--- config.mk ---
export PLATFORM = sky130hd
export DESIGN_NAME = scan_test_controller_flat
export DESIGN_NICKNAME = d
export VERILOG_FILES = /design/src/rtl/scan_test_controller_if.sv /design/src/rtl/scan_test_controller.sv /design/src/flat_wrapper.sv
export SDC_FILE = /design/constraint.sdc
export NUM_CORES = 1
export LEC_CHECK = 0
export CAP_MARGIN = 10
export CORE_MARGIN = 1
export CORE_UTILIZATION = 54
export CTS_CLUSTER_DIAMETER = 30
export DETAILED_ROUTE_END_ITERATION = 10
export PLACE_DENSITY_LB_ADDON = 0.05
export SYNTH_ARGS = -nofsm -noshare
export SYNTH_HDL_FRONTEND = slang
export SYNTH_SLANG_ARGS = --single-unit
--- constraint.sdc ---
create_clock -name clk -period 5.46 [get_ports clk]
set_input_delay 1.365 -clock clk [delete_from_list [all_inputs] [get_ports clk]]
set_output_delay 1.365 -clock clk [all_outputs]
set_load 0.05 [all_outputs]
--- src/rtl/scan_test_controller_if.sv ---
// Host and chain-pin bundle for scan_test_controller.
// The master side is the test host plus the chain; the slave side is the controller.
interface scan_test_controller_if #(
    parameter int CHAIN_LEN = 2,
    parameter int CNT_W     = 8
);
    logic                 start;
    logic [CHAIN_LEN-1:0] pattern;
    logic [CHAIN_LEN-1:0] expected;
    logic                 scan_en;
    logic                 scan_in;
    logic                 scan_out;
    logic                 busy;
    logic                 done;
    logic                 pass;
    logic [CHAIN_LEN-1:0] response;
    logic [CHAIN_LEN-1:0] mismatch;
    logic [CNT_W-1:0]     fail_count;

    modport master (
        output start, pattern, expected, scan_out,
        input  scan_en, scan_in, busy, done, pass, response, mismatch, fail_count
    );

    modport slave (
        input  start, pattern, expected, scan_out,
        output scan_en, scan_in, busy, done, pass, response, mismatch, fail_count
    );
endinterface

--- src/rtl/scan_test_controller.sv ---
// Load / capture / unload sequencer for one scan chain with pass/fail verdict.
//
// state     | meaning
// ----------+--------------------------------------------------------------
// S_IDLE    | waiting for start; chain pins quiet
// S_SHIFT_IN| CHAIN_LEN shift cycles, pattern driven MSB first
// S_CAPTURE | CAPTURE_CYCLES functional cycles with scan_en low
// S_SHIFT_OUT| CHAIN_LEN shift cycles, scan_out collected, zero fill
// S_DONE    | one-cycle done pulse, verdict registers valid
module scan_test_controller #(
    parameter int CHAIN_LEN      = 2,
    parameter int CAPTURE_CYCLES = 1,
    parameter int CNT_W          = 8
) (
    input  logic                  clk,
    input  logic                  rst,
    scan_test_controller_if.slave bus
);

    localparam int MAX_LEN = (CHAIN_LEN > CAPTURE_CYCLES) ? CHAIN_LEN : CAPTURE_CYCLES;
    localparam int CW      = $clog2(MAX_LEN + 1);

    localparam logic [CW-1:0] SHIFT_LAST = CW'(CHAIN_LEN - 1);
    localparam logic [CW-1:0] CAP_LAST   = CW'(CAPTURE_CYCLES - 1);

    localparam logic [2:0] S_IDLE      = 3'd0;
    localparam logic [2:0] S_SHIFT_IN  = 3'd1;
    localparam logic [2:0] S_CAPTURE   = 3'd2;
    localparam logic [2:0] S_SHIFT_OUT = 3'd3;
    localparam logic [2:0] S_DONE      = 3'd4;

    logic [2:0]           state;
    logic [CW-1:0]        cnt;
    logic [CHAIN_LEN-1:0] shift_reg;
    logic [CHAIN_LEN-1:0] expected_q;
    logic [CHAIN_LEN-1:0] unload_word;
    logic [CHAIN_LEN-1:0] diff;
    logic                 scan_en_q;
    logic                 scan_in_q;
    logic                 busy_q;
    logic                 done_q;
    logic                 pass_q;
    logic [CHAIN_LEN-1:0] response_q;
    logic [CHAIN_LEN-1:0] mismatch_q;
    logic [CNT_W-1:0]     fail_count_q;

    // shift_reg carries the remaining stimulus during load and the
    // collected response during unload; both move MSB-first.
    assign unload_word = {shift_reg[CHAIN_LEN-2:0], bus.scan_out};
    assign diff        = unload_word ^ expected_q;

    always_ff @(posedge clk) begin
        if (rst) begin
            state        <= S_IDLE;
            cnt          <= '0;
            shift_reg    <= '0;
            expected_q   <= '0;
            scan_en_q    <= 1'b0;
            scan_in_q    <= 1'b0;
            busy_q       <= 1'b0;
            done_q       <= 1'b0;
            pass_q       <= 1'b0;
            response_q   <= '0;
            mismatch_q   <= '0;
            fail_count_q <= '0;
        end else begin
            done_q <= 1'b0;
            case (state)
                S_IDLE: begin
                    if (bus.start) begin
                        state      <= S_SHIFT_IN;
                        cnt        <= '0;
                        shift_reg  <= {bus.pattern[CHAIN_LEN-2:0], 1'b0};
                        expected_q <= bus.expected;
                        scan_en_q  <= 1'b1;
                        scan_in_q  <= bus.pattern[CHAIN_LEN-1];
                        busy_q     <= 1'b1;
                    end
                end
                S_SHIFT_IN: begin
                    if (cnt == SHIFT_LAST) begin
                        state     <= S_CAPTURE;
                        cnt       <= '0;
                        scan_en_q <= 1'b0;
                        scan_in_q <= 1'b0;
                    end else begin
                        cnt       <= cnt + 1'b1;
                        scan_in_q <= shift_reg[CHAIN_LEN-1];
                        shift_reg <= {shift_reg[CHAIN_LEN-2:0], 1'b0};
                    end
                end
                S_CAPTURE: begin
                    if (cnt == CAP_LAST) begin
                        state     <= S_SHIFT_OUT;
                        cnt       <= '0;
                        scan_en_q <= 1'b1;
                        scan_in_q <= 1'b0;
                    end else begin
                        cnt <= cnt + 1'b1;
                    end
                end
                S_SHIFT_OUT: begin
                    shift_reg <= unload_word;
                    if (cnt == SHIFT_LAST) begin
                        state      <= S_DONE;
                        cnt        <= '0;
                        scan_en_q  <= 1'b0;
                        busy_q     <= 1'b0;
                        done_q     <= 1'b1;
                        response_q <= unload_word;
                        mismatch_q <= diff;
                        pass_q     <= (diff == '0);
                        if ((diff != '0) && (fail_count_q != '1))
                            fail_count_q <= fail_count_q + 1'b1;
                    end else begin
                        cnt <= cnt + 1'b1;
                    end
                end
                S_DONE: begin
                    state <= S_IDLE;
                    cnt   <= '0;
                end
                default: begin
                    state     <= S_IDLE;
                    cnt       <= '0;
                    scan_en_q <= 1'b0;
                    scan_in_q <= 1'b0;
                    busy_q    <= 1'b0;
                end
            endcase
        end
    end

    assign bus.scan_en    = scan_en_q;
    assign bus.scan_in    = scan_in_q;
    assign bus.busy       = busy_q;
    assign bus.done       = done_q;
    assign bus.pass       = pass_q;
    assign bus.response   = response_q;
    assign bus.mismatch   = mismatch_q;
    assign bus.fail_count = fail_count_q;

endmodule

--- src/flat_wrapper.sv ---
// flat-port wrapper written by rule: the top's interface ports become plain ports
module scan_test_controller_flat 
#(
    parameter int CHAIN_LEN      = 2,
    parameter int CAPTURE_CYCLES = 1,
    parameter int CNT_W          = 8
)
  (clk, rst, bus_start, bus_pattern, bus_expected, bus_scan_out, bus_scan_en, bus_scan_in, bus_busy, bus_done, bus_pass, bus_response, bus_mismatch, bus_fail_count);
  scan_test_controller_if #(.CHAIN_LEN(CHAIN_LEN), .CNT_W(CNT_W)) bus_i ();
  input  logic clk;
  input  logic rst;
  input wire logic [$bits(bus_i.start)-1:0] bus_start;
  input wire logic [$bits(bus_i.pattern)-1:0] bus_pattern;
  input wire logic [$bits(bus_i.expected)-1:0] bus_expected;
  input wire logic [$bits(bus_i.scan_out)-1:0] bus_scan_out;
  output wire logic [$bits(bus_i.scan_en)-1:0] bus_scan_en;
  output wire logic [$bits(bus_i.scan_in)-1:0] bus_scan_in;
  output wire logic [$bits(bus_i.busy)-1:0] bus_busy;
  output wire logic [$bits(bus_i.done)-1:0] bus_done;
  output wire logic [$bits(bus_i.pass)-1:0] bus_pass;
  output wire logic [$bits(bus_i.response)-1:0] bus_response;
  output wire logic [$bits(bus_i.mismatch)-1:0] bus_mismatch;
  output wire logic [$bits(bus_i.fail_count)-1:0] bus_fail_count;
  assign bus_i.start = bus_start;
  assign bus_i.pattern = bus_pattern;
  assign bus_i.expected = bus_expected;
  assign bus_i.scan_out = bus_scan_out;
  assign bus_scan_en = bus_i.scan_en;
  assign bus_scan_in = bus_i.scan_in;
  assign bus_busy = bus_i.busy;
  assign bus_done = bus_i.done;
  assign bus_pass = bus_i.pass;
  assign bus_response = bus_i.response;
  assign bus_mismatch = bus_i.mismatch;
  assign bus_fail_count = bus_i.fail_count;
  scan_test_controller #(.CHAIN_LEN(CHAIN_LEN), .CAPTURE_CYCLES(CAPTURE_CYCLES), .CNT_W(CNT_W)) u_core (.clk(clk), .rst(rst), .bus(bus_i));
endmodule
==> results_dict.tcl <==
set metrics [dict create \
    hp-class "reg2reg" \
    netlist_instances 146 \
    syn_area_per_cell_um2 8.96 \
    synth_top_flop_cell "dfxtp_1" \
    synth_seq_area_share_pct 39.8 \
    leakage_uw 0.000572 \
    vdd_drop_max_mv 0.172 \
    largest_reg_flops 8 \
    power_density_nw_per_um2 246 \
    yosys-top-cells-area "dfxtp_1 40%, ha_1 5.7%, a21oi_1 5.0%" \
    final_cell_mix "26 x dfxtp_1, 24 x clkdlybuf4s50_1, 17 x nor2_1" \
    status "finished clean" \
    synth_edf_count 0 \
    final_area_um2 1590 \
    syn2layout_area_growth_pct 21.6 \
    synthArstFlopShare_pct 0 \
    mostFrequentLayoutCell "dfxtp_1" \
    cts.hold.buffers_added 0 \
    grt-busiest-layer "met2" \
    cts_setup_buffers 0 \
    cts-root-buf "clkbuf_4" \
    firstDrtPassIters 4 \
    initial_core_util_pct 58.0 \
    ctsHtreeMaxLevel 1 \
    nets 180 \
    max_freq_mhz 335 \
    die_area_um2 2620 \
    yosysTopAreaCell "dfxtp_1" \
    path_max_fanout 7 \
    grt_start_max_net_pins 32 \
    vias 1078 \
    fin_crit_sh_pct 54.7 \
    crit_chain "clkdlybuf4s50_1" \
    drt-total-wl_mm 2.46 \
    synth_area_um2 1310 \
    skew_ns 0.0155 \
    worst_pin_slew_ns 1.05 \
    io-pin-count 25 \
    hold_viol 0 \
    final_cells 193 \
    post_dp_cell_area_um2 1540 \
    viasPerCell 5.59 \
    grt_pass1_wl_mm 4.24 \
    use_met3_pct 2.68 \
    worstSetupEndpointType "output pin" \
    hpwl_mm 1.78 \
    rsz0062_at_grt "no" \
    clkTransAtPathRegs_ns 0.15 \
    grt_pass1_vias 948 \
    synth_nets 160 \
    num_antenna_cells 0 \
    worstSkewPairLatency_ns 0.33 \
    coreArea_um2 2250 \
    clockBufferDepth 2 \
    antenna_found_initial 0 \
    fin_ws_ns 2.47 \
    cts_made_buffers 3 \
    hold_slack_ns 0.487 \
    die_w_um 51.2 \
    crit_required_ns 4.09 \
    relSlewSlack_pct 29.5 \
    place_congestion 0.775 \
    critPathMaxStageDelay_ns 0.84 \
    setup_tns_ns 0 \
    yosysUniqueCellTypes 37 \
    drc 0 \
    numClockSinks 26 \
    drt_iter0_drc 10 \
    met2_usage_pct 36.6 \
    drive_gt1_share_pct 6.06 \
    synth_top_area_share_pct 39.8 \
    cts_tree "done" \
    dieHeight_um 51.2 \
    post_cts_resized 0 \
    ant_nets 0 \
    fin_crit_ns 2.99 \
    cp.arrival_ns 1.62 \
    track_usage_pct 21.7 \
    drv_cap 0 \
    avgRoutedWirePerCell_um 12.8 \
    port_buffers 24 \
    synth_warnings 0 \
    cpLargestDelayFamily "buffers and inverters" \
    grt_use_met1_pct 27.4 \
    final-setup-viol-count 0 \
    start_kind "flip-flop" \
    drv_slew 0 \
    overflow 0 \
    cp.buffers_inverters 1 \
    fp-row-count 17 \
    dp_slack_ns 2.35 \
    cp_slowest_cell "clkdlybuf4s50_1" \
    worst-setup-path-type "reg2out" \
    ys_ff_latch 26 \
    dp_cells 189 \
]
worst min-delay path: cells and delay by family (launching register included):
| family | cells | cell delay, ns |
|---|---|---|
| AND/OR/NAND/NOR | 1 | 0.06 |
| flip-flops | 1 | 0.34 |
| AO/OA/AOI/OAI | 1 | 0.06 |
worst paths after layout:
| kind | slack [ns] | depth (start not counted) | end | start |
|---|---|---|---|---|
| worst max-delay path | 2.47 | 1 | bus_fail_count[2] | u_core.bus.fail_count[2] |
| worst max register to register | 3.44 | 6 | u_core.bus.fail_count[4] | u_core.cnt[1] |
| worst min register to register | 0.49 | 2 | u_core.bus.pass | u_core.bus.pass |
| worst min-delay path | 0.49 | 2 | u_core.bus.pass | u_core.bus.pass |
cell type report:
cell class                      count  area, um2
Clock buffer                        3       22.5
Clock inverter                      1       30.0
Fill cell                         191        664
Inverter                            6       22.5
Multi-Input combinational cell    105        719
Sequential cell                    26        520
Tap cell                           28       35.0
Timing Repair Buffer               24        240
where the power goes:
group	internal (uW)	leakage [uW]	switching, uW
combinational	23.7	0.000333	29.5
clock	74.3	0.0000279	58.1
sequential	196	0.000211	9.29
cells by family after synthesis:
kind of cell	synth area share [%]
simple gates	22.7
xor+xnor	2.01
mux	7.18
buf+inv	5.17
compound gates	17.4
flops	39.8
fa+ha+maj	5.74
per-layer routing:
| metal | wire (um) | vias to the layer above |
|---|---|---|
| li1 | - | 558 |
| met1 | 1190 | 499 |
| met2 | 1180 | 17 |
| met3 | 51 | 4 |
| met4 | 36 | 0 |
| met5 | 0 | - |
through the flow:
stage / util, % / power [uW]
6_report: 70.5 / 391
5_1_grt: 70.5 / 406
4_1_cts: 70.5 / 395
3_5_place_dp: 68.2 / 263
3_3_place_gp: 68.2 / 261
2_1_floorplan: - / 246
Yosys cell counts, drive strengths merged, types with 2 or more instances:
| cell type | number |
|---|---|
| dfxtp | 26 |
| nor2 | 17 |
| a21oi | 13 |
| ha | 6 |
| inv | 6 |
| mux2i | 6 |
| nand2 | 6 |
| clkbuf | 5 |
| nand2b | 5 |
| nand3 | 5 |
| nor2b | 5 |
| o21ai | 5 |
| buf | 4 |
| or4 | 4 |
| mux2 | 3 |
| nor3b | 3 |
| o31ai | 3 |
| xnor2 | 3 |
| a2111oi | 2 |
| a211oi | 2 |
| nor3 | 2 |
| o41ai | 2 |
Power figures use the tool's default switching activity.
